--- src/rtl/avl_bus_type.sv ---
// Shared types and helpers for the Avalon N-to-1 bus stage.
//
// Contents:
//   arb_method_e   - arbitration policy selector (round-robin / fixed priority)
//   arb_state_e    - arbiter FSM states
//   onehot_to_idx  - converts a one-hot vector (up to 16 bits) to its bit index
package avl_bus_type;

  typedef enum logic {
    ARB_RR    = 1'b0,
    ARB_FIXED = 1'b1
  } arb_method_e;

  typedef enum logic {
    ARB_IDLE,
    ARB_GRANT
  } arb_state_e;

  // Encodes each index bit as the OR of all one-hot positions whose index
  // has that bit set; an all-zero input yields 0.
  function automatic int onehot_to_idx(input logic [15:0] onehot);
    int idx;
    idx = 0;
    if (|(onehot & 16'hAAAA)) idx += 1;
    if (|(onehot & 16'hCCCC)) idx += 2;
    if (|(onehot & 16'hF0F0)) idx += 4;
    if (|(onehot & 16'hFF00)) idx += 8;
    return idx;
  endfunction

endpackage

--- src/rtl/avl_bus_sel_fifo.sv ---
// In-order select FIFO holding the master ID of every accepted read.
//
// Parameters:
//   WIDTH  width of one stored ID
//   DEPTH  number of entries (power of 2, >= 2)
// Ports:
//   clk        in   bus clock
//   rest       in   asynchronous active-low reset (empties the FIFO)
//   push       in   store push_data (accepted at full only together with pop)
//   push_data  in   ID to store
//   pop        in   discard the head entry (ignored when empty)
//   full       out  FIFO holds DEPTH entries
//   empty      out  FIFO holds no entries
//   head       out  oldest stored ID (valid when !empty)
module avl_bus_sel_fifo #(
  parameter int WIDTH = 2,
  parameter int DEPTH = 8
) (
  input  logic             clk,
  input  logic             rest,
  input  logic             push,
  input  logic [WIDTH-1:0] push_data,
  input  logic             pop,
  output logic             full,
  output logic             empty,
  output logic [WIDTH-1:0] head
);

  localparam int AW = $clog2(DEPTH);
  localparam int CW = AW + 1;

  logic [WIDTH-1:0] mem [DEPTH];
  logic [AW-1:0]    wr_ptr;
  logic [AW-1:0]    rd_ptr;
  logic [CW-1:0]    count;
  logic             do_push;
  logic             do_pop;

  // A push at full is only safe when the head leaves in the same cycle.
  assign do_pop  = pop && !empty;
  assign do_push = push && (!full || do_pop);

  assign full  = (count == CW'(DEPTH));
  assign empty = (count == '0);
  assign head  = mem[rd_ptr];

  // Pointers wrap naturally because DEPTH is a power of two.
  always_ff @(posedge clk or negedge rest) begin
    if (!rest) begin
      wr_ptr <= '0;
      rd_ptr <= '0;
      count  <= '0;
    end else begin
      if (do_push) wr_ptr <= wr_ptr + AW'(1);
      if (do_pop)  rd_ptr <= rd_ptr + AW'(1);
      case ({do_push, do_pop})
        2'b10:   count <= count + CW'(1);
        2'b01:   count <= count - CW'(1);
        default: count <= count;
      endcase
    end
  end

  // Storage needs no reset; entries are only read after being written.
  always_ff @(posedge clk) begin
    if (do_push) mem[wr_ptr] <= push_data;
  end

endmodule

--- src/rtl/avl_bus_arb.sv ---
// Request arbiter and read-response router for the N-to-1 Avalon bus stage.
// Grants one master at a time to the slave port and remembers the issuer of
// every accepted read so readdatavalid beats are steered back in order.
//
// Parameters:
//   MASTER_NUM      number of requesters (1,2,4,8,16)
//   ARB_METHOD      0: round-robin, 1: fixed priority (index 0 highest)
//   SEL_FIFO_DEPTH  max outstanding reads (power of 2, >= 2)
// Ports:
//   clk                in   bus clock
//   rest               in   asynchronous active-low reset
//   req                in   per-master pending command
//   req_read           in   per-master: pending command is a read
//   slv_waitrequest    in   slave stalls the granted command
//   slv_readdatavalid  in   slave returns one read beat
//   grant              out  registered one-hot grant
//   grant_valid        out  |grant
//   grant_id           out  index of the granted master
//   rsp_valid          out  one-hot readdatavalid route (combinational)
//   sel_fifo_full      out  select FIFO is full
//   rsp_err            out  sticky: readdatavalid arrived with nothing queued
//   grant_cnt          out  per-master saturating accept counters, present
//                           only when AVL_BUS_ARB_PERF_CNT_EN is defined
module avl_bus_arb
  import avl_bus_type::*;
#(
  parameter  int MASTER_NUM     = 4,
  parameter  int ARB_METHOD     = 0,
  parameter  int SEL_FIFO_DEPTH = 8,
  localparam int ID_W           = (MASTER_NUM > 1) ? $clog2(MASTER_NUM) : 1
) (
  input  logic                  clk,
  input  logic                  rest,
  input  logic [MASTER_NUM-1:0] req,
  input  logic [MASTER_NUM-1:0] req_read,
  input  logic                  slv_waitrequest,
  input  logic                  slv_readdatavalid,
  output logic [MASTER_NUM-1:0] grant,
  output logic                  grant_valid,
  output logic [ID_W-1:0]       grant_id,
  output logic [MASTER_NUM-1:0] rsp_valid,
  output logic                  sel_fifo_full,
  output logic                  rsp_err
`ifdef AVL_BUS_ARB_PERF_CNT_EN
  ,
  output logic [MASTER_NUM-1:0][31:0] grant_cnt
`endif
);

  localparam arb_method_e METHOD = arb_method_e'(ARB_METHOD[0]);

  arb_state_e              state;
  arb_state_e              state_nxt;
  logic [MASTER_NUM-1:0]   grant_nxt;
  logic [ID_W-1:0]         grant_id_nxt;
  logic [ID_W-1:0]         rr_ptr;
  logic [ID_W-1:0]         rr_ptr_nxt;
  logic [MASTER_NUM-1:0]   winner;
  logic [2*MASTER_NUM-1:0] req_dbl;
  logic [2*MASTER_NUM-1:0] win_dbl;
  logic [MASTER_NUM-1:0]   rot;
  logic [MASTER_NUM-1:0]   rot_low;
  logic                    accept;
  logic                    push;
  logic                    pop;
  logic                    fifo_empty;
  logic [ID_W-1:0]         head;

  assign grant_valid = |grant;
  assign accept      = grant_valid && !slv_waitrequest;
  assign push        = accept && req_read[grant_id];
  assign pop         = slv_readdatavalid && !fifo_empty;

  // Round-robin: rotate req so the pointer lands at bit 0, isolate the lowest
  // set bit (x & -x), then rotate back. Fixed priority skips the rotation.
  always_comb begin
    req_dbl = {req, req} >> rr_ptr;
    rot     = req_dbl[MASTER_NUM-1:0];
    rot_low = rot & (-rot);
    win_dbl = {rot_low, rot_low} << rr_ptr;
    if (METHOD == ARB_FIXED) winner = req & (-req);
    else                     winner = win_dbl[2*MASTER_NUM-1:MASTER_NUM];
  end

  // Next-state logic. A grant always goes back through IDLE after acceptance,
  // which gives the mandatory one-cycle bubble between grants. The grant is
  // held through waitrequest regardless of what the winner's req does.
  always_comb begin
    state_nxt    = state;
    grant_nxt    = grant;
    grant_id_nxt = grant_id;
    rr_ptr_nxt   = rr_ptr;
    case (state)
      ARB_IDLE: begin
        if (|req && !sel_fifo_full) begin
          grant_nxt    = winner;
          grant_id_nxt = ID_W'(onehot_to_idx(16'(winner)));
          state_nxt    = ARB_GRANT;
        end
      end
      ARB_GRANT: begin
        if (accept) begin
          grant_nxt = '0;
          state_nxt = ARB_IDLE;
          if (METHOD == ARB_RR) begin
            rr_ptr_nxt = (grant_id == ID_W'(MASTER_NUM - 1)) ? '0 : grant_id + ID_W'(1);
          end
        end
      end
      default: begin
        grant_nxt = '0;
        state_nxt = ARB_IDLE;
      end
    endcase
  end

  // Arbiter state register.
  always_ff @(posedge clk or negedge rest) begin
    if (!rest) begin
      state    <= ARB_IDLE;
      grant    <= '0;
      grant_id <= '0;
      rr_ptr   <= '0;
    end else begin
      state    <= state_nxt;
      grant    <= grant_nxt;
      grant_id <= grant_id_nxt;
      rr_ptr   <= rr_ptr_nxt;
    end
  end

  // A beat with nothing queued has no owner; flag it until the next reset.
  always_ff @(posedge clk or negedge rest) begin
    if (!rest)                                 rsp_err <= 1'b0;
    else if (slv_readdatavalid && fifo_empty)  rsp_err <= 1'b1;
  end

  // Response route comes straight from the FIFO head in the beat's own cycle.
  always_comb begin
    rsp_valid = '0;
    if (pop) rsp_valid = MASTER_NUM'(1) << head;
  end

  avl_bus_sel_fifo #(
    .WIDTH (ID_W),
    .DEPTH (SEL_FIFO_DEPTH)
  ) u_sel_fifo (
    .clk       (clk),
    .rest      (rest),
    .push      (push),
    .push_data (grant_id),
    .pop       (pop),
    .full      (sel_fifo_full),
    .empty     (fifo_empty),
    .head      (head)
  );

`ifdef AVL_BUS_ARB_PERF_CNT_EN
  // One saturating accept counter per master.
  for (genvar m = 0; m < MASTER_NUM; m++) begin : g_cnt
    logic [31:0] cnt;
    always_ff @(posedge clk or negedge rest) begin
      if (!rest) begin
        cnt <= '0;
      end else if (accept && (grant_id == ID_W'(m)) && (cnt != 32'hFFFF_FFFF)) begin
        cnt <= cnt + 32'd1;
      end
    end
    assign grant_cnt[m] = cnt;
  end
`endif

endmodule
--- config.mk ---
export PLATFORM = sky130hd
export DESIGN_NAME = avl_bus_arb
export DESIGN_NICKNAME = d
export VERILOG_FILES = /design/src/rtl/avl_bus_type.sv /design/src/rtl/avl_bus_sel_fifo.sv /design/src/rtl/avl_bus_arb.sv
export SDC_FILE = /design/constraint.sdc
export NUM_CORES = 1
export LEC_CHECK = 0
export CAP_MARGIN = 5
export CORE_ASPECT_RATIO = 1.75
export CORE_MARGIN = 8
export CORE_UTILIZATION = 61
export DETAILED_ROUTE_END_ITERATION = 8
export DONT_BUFFER_PORTS = 1
export GPL_TIMING_DRIVEN = 0
export PLACE_DENSITY = 0.8
export SLEW_MARGIN = 20
export SYNTH_ARGS = -nofsm -noshare
export SYNTH_HDL_FRONTEND = slang
export SYNTH_SLANG_ARGS = --single-unit
--- constraint.sdc ---
create_clock -name clk -period 5.8 [get_ports clk]
set_input_delay 1.16 -clock clk [delete_from_list [all_inputs] [get_ports clk]]
set_output_delay 1.16 -clock clk [all_outputs]
set_load 0.1 [all_outputs]
==> results.md, run 1 <==
* Status: completed
* I/O pin count at 25
* Total gr overflow at 0
* CP Class: input port to output port
* Dpl hpwl at 2704 um
* Yosys cell types at 44
* Crit path launch type: input port
* Layout Utilization at 0.6893
* Clk_lat worst skew at 0.28 ns
* Sequential-to-total area share from yosys stat at 0.5251
* CP max stage delay at 0.95 ns
* Slew @ Worst Pin at 1.130 ns
* Rows at 26
* Post-synthesis cell count at 154
* Initial Util at 0.6380
* Register-to-register setup slack at 2.67 ns
* PostCTS Resize Cnt at 0
* CTS root buf: clkbuf_8
* First-pass GRT wire length at 5947 um
* Total Neg Setup Slack at 0 ns
* Detailed-route wire length per cell at 18.48 um
* Syn avg cell area at 12.13 um^2
* Critical path buffers and inverters at 1
* WP data required at 4.64 ns
* Die W at 57.83 um
* ANT cells at 0
* Die area at 0.005159 mm^2
* Commonest cells after routing, fill and taps aside: 18 x dfrtp_1, 16 x edfxtp_1, 11 x nand2_1, 11 x nor2_1, 9 x nand2b_1
* Critical path endpoint category: output port
* DR DRC count at 0
* Crit path max fanout at 5
* Total core area at 0.002928 mm^2
* CP max-delay cell: o22ai_2
* Clock sink count at 36
* Tmin final at 3.769 ns
* Clock Skew at 0.004157 ns
* RePlAce Congestion at 0.7814
* Routed wire length at 3512 um
* Post-CTS Setup Bufs at 0
* FFs w/ async S/R, synth at 0.5556
* Iteration-0 DRC Markers at 20
* Reg clk slew, reported paths at 0.06 ns
* RSZ-0062 raised after global routing: no
* Die Ht at 89.21 um
* Hold Violations, Final at 0
* Num CTS Buffers at 5
* Post-DRT Antenna Nets at 0
* Initial antenna violation count at 0
* Max-cap violations at 0
* Max H-tree Level at 2
* Post-synthesis register bit count at 36
* Worst EP arrival at 2.61 ns
* # port buffers at 0
* Critical path cell sequence: o41ai_1, inv_1, nand2_1, o22ai_2
* Mapped cell area at 0.001868 mm^2
* Predominant post-synthesis flop cell: dfrtp_1
* Setup violations, final at 0
* Hold Path Class: flip-flop to flip-flop
* Highest clock rate at 265.3 MHz
* Delay-heaviest family, CP: compound AO/OA/AOI/OAI gates
* Mapped Nets at 172
* Yosys warns at 0
* Largest net degree at the start of global routing at 21
* Count of hold-fix buffers inserted at cts at 0
* DRT Pass-1 Iters at 4
* Vias in the first global route at 1337
* Post-synth EDFFs at 16
* Layout cells sized above 1 at 0.2037
* Final #Nets at 179
* Vias per inst at 6.358
* CTS tree: done
* Area grow syn2layout at 8.038%
* Fillers at 208
* Vias at 1208
* Slew headroom at 0.2486
* Storage cell area at 983.4 um^2
* Most common cell after layout, fill and taps aside: dfrtp_1
* GRT Overall Usage at 0.1522
* Max clock buf depth at 2
* Final Max Tran Viols at 0
* Multi-input gate area at 862.1 um^2
* Final period util at 0.6498
-- final cells by class --
| type | count | area share |
|---|---|---|
| flip-flops and latches | 36 | 0.4873 |
| well taps | 28 | 0.01736 |
| plain buffers | 5 | 0.01364 |
| clock inverters | 1 | 0.001860 |
| inverters | 8 | 0.01488 |
| clock buffers | 7 | 0.03782 |
| multi-input cells | 105 | 0.4272 |
-- per-layer routing --
metal	vias up	routed length, um	track usage
li1	581	-	-
met1	595	1223	0.1307
met2	27	1993	0.3000
met3	5	228	0.04899
met4	0	66	0.07399
met5	-	0	0
-- logic make-up after synthesis --
family	count (synthesis)	synth area share
compound gates	31	0.1266
flops	36	0.5251
mux	9	0.08640
fa+ha+maj	6	0.04019
xor+xnor	9	0.04220
simple gates	50	0.1487
buf+inv	13	0.03081
-- final timing paths --
check / start / end / cells after the start
setup reg to reg: grant[1] / u_sel_fifo.count[2] / 9
hold reg to reg: u_sel_fifo.rd_ptr[2] / u_sel_fifo.rd_ptr[2] / 1
max in group asynchronous: rest / grant_id[0] / 0
setup / recovery: slv_readdatavalid / rsp_valid[3] / 4
min in group asynchronous: rest / rsp_err / 0
hold / removal: u_sel_fifo.rd_ptr[2] / u_sel_fifo.rd_ptr[2] / 1
-- worst reg2reg max path, stage by stage (launching register included) --
cell and delay (ns):
dfrtp_1 0.75, or4_4 0.90, o2111ai_4 0.24, ha_1 0.33
xor2_1 0.10, ha_1 0.19, a21oi_1 0.14, xor2_1 0.15
nor2_1 0.06, xor2_1 0.14
-- cell usage after synthesis, drive strengths merged, types with 3 or more instances --
| master | number | area [um^2] |
|---|---|---|
| or2 | 3 | 18.77 |
| mux4 | 5 | 112.6 |
| dfrtp | 20 | 500.5 |
| xor2 | 3 | 26.28 |
| nor3 | 3 | 20.02 |
| edfxtp | 16 | 480.5 |
| ha | 6 | 75.07 |
| nor2 | 11 | 41.29 |
| nand3 | 3 | 15.01 |
| a21oi | 6 | 30.03 |
| inv | 8 | 30.03 |
| xnor2 | 6 | 52.55 |
| o22ai | 5 | 31.28 |
| nand2b | 9 | 56.30 |
| clkbuf | 3 | 11.26 |
| nand2 | 11 | 41.29 |
| o21ai | 5 | 25.02 |
| mux2 | 4 | 48.79 |
-- sequential cells by signal, summed over array words and instances (netlist names) --
register           count
rsp_err                1
u_sel_fifo.mem        16
u_sel_fifo.rd_ptr      3
rr_ptr                 2
grant_id               2
u_sel_fifo.wr_ptr      3
u_sel_fifo.count       4
state                  1
grant                  4
-- stage by stage --
step / hold WS [ns] / worst slack (ns) / area, um^2 / cells
finish: 0.4943 / 2.031 / 2018 / 190
global route: 0.5275 / 1.970 / 2018 / 190
CTS: 0.5044 / 2.032 / 2018 / 190
detailed placement: 0.4911 / 2.035 / 1938 / 182
global placement: 0.4774 / 0.7543 / 1903 / 182
floorplan: 0.4585 / 0.8843 / 1868 / 154
Power of run 1 is left out: the tool's default activity adds up to more than one toggle a clock period on the data nets, which glitch-free logic cannot reach.
==> inputs of run 2 (changes only) <==
--- a/config.mk
+++ b/config.mk
@@ -8,11 +8,11 @@
 export CAP_MARGIN = 5
 export CORE_ASPECT_RATIO = 1.75
 export CORE_MARGIN = 8
-export CORE_UTILIZATION = 61
+export CORE_UTILIZATION = 56
 export DETAILED_ROUTE_END_ITERATION = 8
 export DONT_BUFFER_PORTS = 1
 export GPL_TIMING_DRIVEN = 0
-export PLACE_DENSITY = 0.8
+export PLACE_DENSITY = 0.77
 export SLEW_MARGIN = 20
 export SYNTH_ARGS = -nofsm -noshare
 export SYNTH_HDL_FRONTEND = slang
==> constraint.sdc (replaced) <==
create_clock -name clk -period 3.05 [get_ports clk]
set_input_delay 0.61 -clock clk [delete_from_list [all_inputs] [get_ports clk]]
set_output_delay 0.61 -clock clk [all_outputs]
set_load 0.1 [all_outputs]
==> run 2 against run 1 <==
Against the previous run:
- final area grew 3.9%
- die area up 6.9%
- cell count grew 9.5%
- sequential share of layout area is 1.5 points lower
- critical path type is now flip-flop to output port
- critical endpoint is now rsp_valid[0]
- largest cell class unchanged
==> results.md, run 2 (synthesis results as in run 1) <==
* Vias at 1221
* Status: completed
* Max H-tree Level at 2
* Total Neg Setup Slack at 0 ns
* Layout cells sized above 1 at 0.2515
* Biggest register: u_sel_fifo.mem
* Detailed-route wire length per cell at 17.44 um
* Critical path endpoint category: output port
* Crit path max fanout at 5
* Rows at 28
* Register-to-register setup slack at 0.16 ns
* Initial antenna violation count at 0
* Max clock buf depth at 2
* Num CTS Buffers at 5
* Most common cell after layout, fill and taps aside: edfxtp_1
* WP data required at 2.44 ns
* Hold Path Class: input port to async pin
* ANT cells at 0
* Worst EP arrival at 2.33 ns
* Clk_lat worst skew at 0.29 ns
* Dpl hpwl at 2725 um
* Die area at 0.005513 mm^2
* Reg clk slew, reported paths at 0.07 ns
* Design Area, Final at 0.002097 mm^2
* Reg2reg start: grant[2]
* Initial Util at 0.5672
* Post-DRT Antenna Nets at 0
* Iteration-0 DRC Markers at 26
* Final #Nets at 180
* Final Max Tran Viols at 0
* RSZ-0062 raised after global routing: no
* Highest clock rate at 340.3 MHz
* Largest net degree at the start of global routing at 14
* Slew @ Worst Pin at 1.062 ns
* First-pass GRT wire length at 6196 um
* Placed Instance Area at 0.001958 mm^2
* CTS tree: done
* Max-cap violations at 0
* CTS root buf: clkbuf_8
* Routed wire length at 3628 um
* Die Ht at 92.41 um
* Clock sink count at 36
* Worst r2r dst: u_sel_fifo.count[2]
* # port buffers at 0
* Clock Skew at 0.01014 ns
* Area grow syn2layout at 12.26%
* Total gr overflow at 0
* Vias per inst at 5.870
* Final period util at 0.9636
* Total core area at 0.003293 mm^2
* DR DRC count at 0
* DRT Pass-1 Iters at 4
* GRT Overall Usage at 0.1481
* Setup violations, final at 0
* I/O pin count at 25
* Max reg flops at 16
* Tmin final at 2.939 ns
* RePlAce Congestion at 0.7357
* Regs by FF count: u_sel_fifo.mem x16, grant x4, u_sel_fifo.count x4
* Vias in the first global route at 1359
* Slew headroom at 0.2944
* Commonest cells after routing, fill and taps aside: 16 x edfxtp_1, 14 x dfrtp_1, 11 x nand2_1, 11 x nor2_1, 9 x nand2b_1
* CP Class: flip-flop to output port
* Hold Violations, Final at 0
* Crit path launch type: flip-flop
* Die W at 59.66 um
* R2R depth at 9
==> run 2: changes by cell type in the layout (fill, tap and decap cells not counted), moves of 3 or more <==
| cell | previous run | this run |
|---|---|---|
| dfrtp_1 | 18 | 14 |
| dfrtp_2 | 2 | 5 |
| o22ai_2 | 3 | 0 |
| o22ai_4 | 0 | 3 |
==> run 2: area by class of cell <==
cell class                 count  area (um^2)
tap                           45        56.30
multi-input combinational    105        894.6
sequential                    36        991.0
buffer                         5        30.03
inverter                       8        30.03
clock buffer                   6        72.57
timing repair buffer           1        10.01
clock inverter                 2        12.51
fill                         285         1196
==> run 2: timing repair <==
item	in CTS	in global routing
hold endpoints to repair	9	0
endpoints found under the setup margin	3	4
hold buffers	1	0
pin swaps	0	2
resized for setup	7	5
buffers inserted	0	0
==> run 2: worst max-delay path by stage <==
stage / slack (ns) / startpoint / cells past startpoint / end
3_3_place_gp: -0.14 / grant_id[0] / 9 / u_sel_fifo.count[2]
2_1_floorplan: -0.06 / u_sel_fifo.rd_ptr[0] / 3 / rsp_valid[0]
3_5_place_dp: -0.11 / grant[1] / 9 / u_sel_fifo.count[2]
6_report: 0.11 / u_sel_fifo.rd_ptr[0] / 3 / rsp_valid[0]
4_1_cts: -0.06 / u_sel_fifo.rd_ptr[0] / 4 / rsp_valid[1]
5_1_grt: 0.008 / u_sel_fifo.count[0] / 4 / rsp_valid[0]
==> run 2: stage by stage <==
stage,hold slack [ns],worst slack [ns],utilization,instances
6_report,0.01614,0.1112,0.6368,208
5_1_grt,0.005115,0.008469,0.6368,208
3_5_place_dp,0.3150,-0.1109,0.5946,199
2_1_floorplan,0.3144,-0.05597,-,154
3_3_place_gp,0.3151,-0.1360,0.5916,199
4_1_cts,0.008595,-0.05746,0.6299,208
==> run 2: worst max-delay path: stages (launching register included) <==
cell	delay, ns
dfrtp_1	0.35
clkbuf_4	0.19
mux4_2	0.57
o31ai_4	0.93
==> run 2: metal layers <==
metal	vias up	routed length, um	share of wire	track usage
met1	605	1315	0.36	0.1478
met5	-	0	0	0
met2	27	2061	0.57	0.2688
met3	7	185	0.051	0.04444
met4	0	65	0.018	0.06012
li1	582	-	-	-
Power of run 2 is left out for the same reason.
